### src/rtl/seq_mag_comparator.sv
// rtl/seq_mag_comparator.sv - multi-cycle MSD-first magnitude comparator with early termination
// Optional signed compare selected by macro SIGNED_CMP_EN (adds the signed_mode port).
module seq_mag_comparator #(
   parameter  int WIDTH = 16,
   parameter  int DIGIT = 4,
   localparam int NDIG  = WIDTH / DIGIT,
   localparam int CW    = $clog2(NDIG) + 1
) (
   input  logic             clk,
   input  logic             rst_n,
   input  logic             start,
   input  logic [WIDTH-1:0] a,
   input  logic [WIDTH-1:0] b,
`ifdef SIGNED_CMP_EN
   input  logic             signed_mode,
`endif
   output logic             busy,
   output logic             done,
   output logic             a_gb,
   output logic             a_lb,
   output logic             a_eb,
   output logic [CW-1:0]    cycles
);

   typedef enum logic {IDLE, SCAN} state_t;

   localparam logic [CW-1:0] NDIG_C = CW'(NDIG);

   state_t           state, state_nxt;
   logic [WIDTH-1:0] sh_a, sh_b;
   logic [WIDTH-1:0] cap_a, cap_b;
   logic [WIDTH-1:0] msb_flip;
   logic [CW-1:0]    cnt;
   logic [DIGIT-1:0] dig_a, dig_b;
   logic             accept, finish, advance;

   // Flipping both MSBs maps two's-complement order onto unsigned order.
`ifdef SIGNED_CMP_EN
   assign msb_flip = WIDTH'(signed_mode) << (WIDTH - 1);
`else
   assign msb_flip = '0;
`endif

   assign cap_a = a ^ msb_flip;
   assign cap_b = b ^ msb_flip;
   assign dig_a = sh_a[WIDTH-1 -: DIGIT];
   assign dig_b = sh_b[WIDTH-1 -: DIGIT];
   assign busy  = (state == SCAN);

   always_ff @(posedge clk or negedge rst_n) begin
      if (!rst_n) state <= IDLE;
      else        state <= state_nxt;
   end

   always_comb begin
      state_nxt = state;
      accept    = 1'b0;
      finish    = 1'b0;
      advance   = 1'b0;
      case (state)
         IDLE: begin
            if (start) begin
               state_nxt = SCAN;
               accept    = 1'b1;
            end
         end
         SCAN: begin
            if ((dig_a != dig_b) || (cnt == NDIG_C)) begin
               state_nxt = IDLE;
               finish    = 1'b1;
            end else begin
               advance = 1'b1;
            end
         end
         default: state_nxt = IDLE;
      endcase
   end

   always_ff @(posedge clk or negedge rst_n) begin
      if (!rst_n) begin
         sh_a   <= '0;
         sh_b   <= '0;
         cnt    <= '0;
         done   <= 1'b0;
         a_gb   <= 1'b0;
         a_lb   <= 1'b0;
         a_eb   <= 1'b0;
         cycles <= '0;
      end else begin
         done <= finish;
         if (accept) begin
            sh_a <= cap_a;
            sh_b <= cap_b;
            cnt  <= CW'(1);
         end else if (advance) begin
            sh_a <= sh_a << DIGIT;
            sh_b <= sh_b << DIGIT;
            cnt  <= cnt + 1'b1;
         end
         // Flags and cycles only move on completion so they hold between compares.
         if (finish) begin
            a_gb   <= (dig_a > dig_b);
            a_lb   <= (dig_a < dig_b);
            a_eb   <= (dig_a == dig_b);
            cycles <= cnt;
         end
      end
   end

endmodule
### config.mk
export PLATFORM = sky130hd
export DESIGN_NAME = seq_mag_comparator
export DESIGN_NICKNAME = d
export VERILOG_FILES = /design/src/rtl/seq_mag_comparator.sv
export SDC_FILE = /design/constraint.sdc
export NUM_CORES = 1
export LEC_CHECK = 0
export ABC_AREA = 1
export CORE_ASPECT_RATIO = 0.7
export CORE_MARGIN = 2
export CORE_UTILIZATION = 55
export DETAILED_ROUTE_END_ITERATION = 8
export GPL_ROUTABILITY_DRIVEN = 0
export PLACE_DENSITY_LB_ADDON = 0.3
export SLEW_MARGIN = 20
export SYNTH_ARGS = -nofsm -noshare
export SYNTH_HDL_FRONTEND = slang
export SYNTH_SLANG_ARGS = --single-unit
### constraint.sdc
create_clock -name clk -period 2.13 [get_ports clk]
set_input_delay 0.639 -clock clk [delete_from_list [all_inputs] [get_ports clk]]
set_output_delay 0.639 -clock clk [all_outputs]
set_load 0.005 [all_outputs]
Word-level counts from Yosys, hierarchy flattened
Index checks and enable logic that the tools add are counted.
- add/sub/neg operators: 1
- $lt $le $gt $ge: 2
- equal/unequal tests: 3
- mux-type cells: 13
- bitwise operators: 1
- reduce and logical (&&, ||, !) cells: 2
- operators with widths (kind ; number):
    2-to-1 mux 16 bit ; 4
    2-to-1 mux 1 bit ; 6
    2-to-1 mux 3 bit ; 2
    == test 4 bit ; 1
    greater-than comparator 4 bit ; 1
    less-than comparator 4 bit ; 1
    != test 4 bit ; 1
    adder 3 x 1 -> 3 bit, second input constant ; 1
    == test 3 bit, second input constant ; 1
    case mux 1 bit (2 select lines) ; 1
    nonzero test 2 bit ; 1
    logical OR 1 bit ; 1
    NOT 1 bit ; 1
- register bits: 43
- input bits: 35
- output and inout port bits: 8
- logic and storage cells: 31

Depth between registers and ports, before layout
- depth in word-level cells: 6
- depth in mapped cells: 9
- mapped depth without buffers: 9

Worst setup path before layout
Ideal clock, no wire load.
- kind: register -> register
- from: register sh_a[15]
- to: register sh_a[15]
- setup time: 0.116 ns
- arrival: 1.322 ns
- data required time: 2.014 ns
- slack: 0.692 ns
- stages on the path, launching flop included: 8
- buffers on the path: 1
- period minus slack after synthesis: 1.438 ns
- cells stage by stage: dfrtp_1 > ha_1 > nand2_1 > nor2_4 > nand3_4 > buf_2 > nand3_1 > nand2_1
- word-level cells in the longest chain between the ends: 5
- ends and longest elaborated chain (item ; line ; source):
    start: declaration ; 30 ; logic [WIDTH-1:0] sh_a, sh_b;
    start signal: assignment ; 92 ; sh_a <= cap_a;
    start signal: assignment ; 96 ; sh_a <= sh_a << DIGIT;
    != test 4 bit ; 68 ; if ((dig_a != dig_b) || (cnt == NDIG_C)) begin
    logical OR 1 bit ; 68 ;
    2-to-1 mux 1 bit ; 68 ;
    2-to-1 mux 1 bit ; 60 ; case (state)
    nonzero test 2 bit (no source line) ; n/a ;
Every way passes these cells.
A chain may end at the register's enable or synchronous reset.

Worst setup path after layout
- from: register state (netlist: busy)
- to: output busy
- RTL lines (item ; line ; source):
    start: declaration ; 29 ; state_t state, state_nxt;
    start signal: assignment ; 52 ; else state <= state_nxt;
    end: declaration ; 17 ; output logic busy,
No word-level cell between the ends.

==> qor.csv <==
metric,value,unit
Max Cap Violations,0,
Setup crit end kind,output pin,
largest net degree at the start of global routing,44,
Unique masters post-synth,17,
Setup Skew,0.00351,ns
initial antenna violation count,0,
CP top delay family,buffers and inverters,
#FFs+latches synth,43,
DRT Pass-1 Iters,4,
final core utilization,0.708,
core area,3850,µm²
worst slew pin tran,0.532,ns
DRT antenna net count,0,
die width,79.1,µm
RSZ-0062 raised after global routing,false,
"most common cell after layout, fill and taps aside",nand2_1,
CP max stage delay,0.54,ns
CP Buf/Inv Count,1,
FMAX,0.524,GHz
root buffer cell,clkbuf_8,
vias in the first global route,1731,
fin. max-slew vios,0,
ANT cells,0,
Pleak,0.00149,µW
Starting Density,0.564,
cell count after synthesis,286,
DRC viols,0,
Sink Count,43,
num rows,19,
Max clock buf depth,2,
post-CTS sizing,0,
GRT Overall Usage,0.209,
type of origin of the critical path,flop,
Syn. warnings,0,
routed len/inst,11.3,µm
Post-Synthesis Cell Area,2170,µm²
number of fillers in the final layout,346,
latest clock arrival within the worst-skew pair,0.29,ns
die area,4480,µm²
cells along the critical path,clkdlybuf4s50_1,
slew margin rel.,0.645,
grt total ovfl,0,
CTS tree,yes,
final setup vio count,0,
Die Ht,56.6,µm
detailed-route via count,1864,
Post-Syn Area per Cell,7.59,µm²
Min-Delay Path Class,primary input to asynchronous set/reset pin,
Vias/cell,4.92,
worst endpoint required time,1.49,ns
CP arrival,1.27,ns
number of post-CTS setup repair buffers,0,
IO Port Bufs,42,
CTS buffer count,5,
CP Class,flop to output pin,
Final Critical Period,1.91,ns
final WL,4.29,mm
crit path max fanout,4,
dpl hpwl,2.89,mm
first-pass GRT wire length,7.22,mm
H-Tree Depth,2,
I/O pins,43,
DR iter-0 viols,101,
critical path's slowest cell,clkdlybuf4s50_1,
Clock transition at path regs,0.08,ns
synth-to-layout area growth,25.5,%
layout cell share with drive strength beyond 1,0.0581,
area of the multi-input gates,953,µm²
final worst-path cycle share,0.895,
Peak VDD IR,0.677,mV
Cell Pwr Density,1290,nW/µm²
status,finished clean,
Setup TNS Final,0,ns
Final #Nets,367,
register area share after synthesis,0.495,
Final Hold Violating Endpoints,0,
post-synthesis net count,327,
register area,1080,µm²
Post-CTS Hold Buffers,0,
"commonest non-fill, non-tap cells in the layout","nand2_1, dfrtp_1, clkdlybuf4s50_1",
-- power breakdown --
group / switching, µW / internal [µW] / total, µW / leakage (µW)
Clock: 268 / 296 / 564 / 0.0000515
Combinational: 918 / 661 / 1580 / 0.000893
Sequential: 196 / 1170 / 1360 / 0.000546
Total: 1380 / 2120 / 3510 / 0.00149
-- Yosys cell counts (all sizes together) --
library cell,number,area [µm²]
nand2,165,634
inv,14,52.6
buf,14,90.1
a21o,1,7.51
a21oi,3,15.0
dfrtp,43,1080
o21ai,2,10.0
nand3,35,188
ha,6,75.1
nor2,2,15.0
xor2,1,8.76
-- through the flow --
| stage | worst slack (ns) | hold WS (ns) | total power [µW] | instance area (µm²) | instances |
|---|---|---|---|---|---|
| after global routing | 0.178 | 0.446 | 3850 | 2730 | 379 |
| after global placement | 0.330 | 0.462 | 2890 | 2630 | 371 |
| after CTS | 0.212 | 0.421 | 3530 | 2730 | 379 |
| final | 0.223 | 0.401 | 3510 | 2730 | 379 |
| after floorplan | 0.692 | 0.343 | 2510 | 2170 | 286 |
| after detailed placement | 0.302 | 0.471 | 2960 | 2630 | 371 |
-- layer usage --
layer,vias up,track usage,wire (µm)
met1,856,0.269,2020
met2,39,0.343,2020
met4,0,0.0837,63
li1,962,-,-
met3,7,0.0498,189
met5,-,0,0
-- flip-flops by register name (all words and copies together) (netlist names) --
register,cells
a_eb,1
a_lb,1
cycles,3
cnt,3
done,1
sh_b,16
sh_a,16
a_gb,1
busy,1
-- layout make-up --
type	count	share of cell area
Sequential cell	43	0.395
Inverter	14	0.0193
Timing Repair Buffer	47	0.175
Tap cell	52	0.0239
Multi-Input combinational cell	215	0.350
Clock buffer	8	0.0367
-- logic make-up after synthesis --
| kind of cell | Yosys count | share of synthesized area |
|---|---|---|
| AOI/OAI and AO/OA | 6 | 0.0150 |
| xor gates and xnor gates | 1 | 0.00403 |
| adders and majority gates | 6 | 0.0346 |
| buffers and inverters | 28 | 0.0657 |
| DFF | 43 | 0.495 |
| and+or+nand+nor | 202 | 0.385 |
-- final timing paths --
check                          from      end  slack, ns  cells past startpoint
min in group clk               a_gb     a_gb       0.49                      2
min                           rst_n     a_eb       0.40                      2
max                            busy     busy       0.22                      1
max reg2reg                sh_b[15]   cnt[1]       0.47                      9
min reg2reg                    a_gb     a_gb       0.49                      2
max in group asynchronous     rst_n  sh_b[2]       1.36                      2
(Power assumes the default switching activity.)
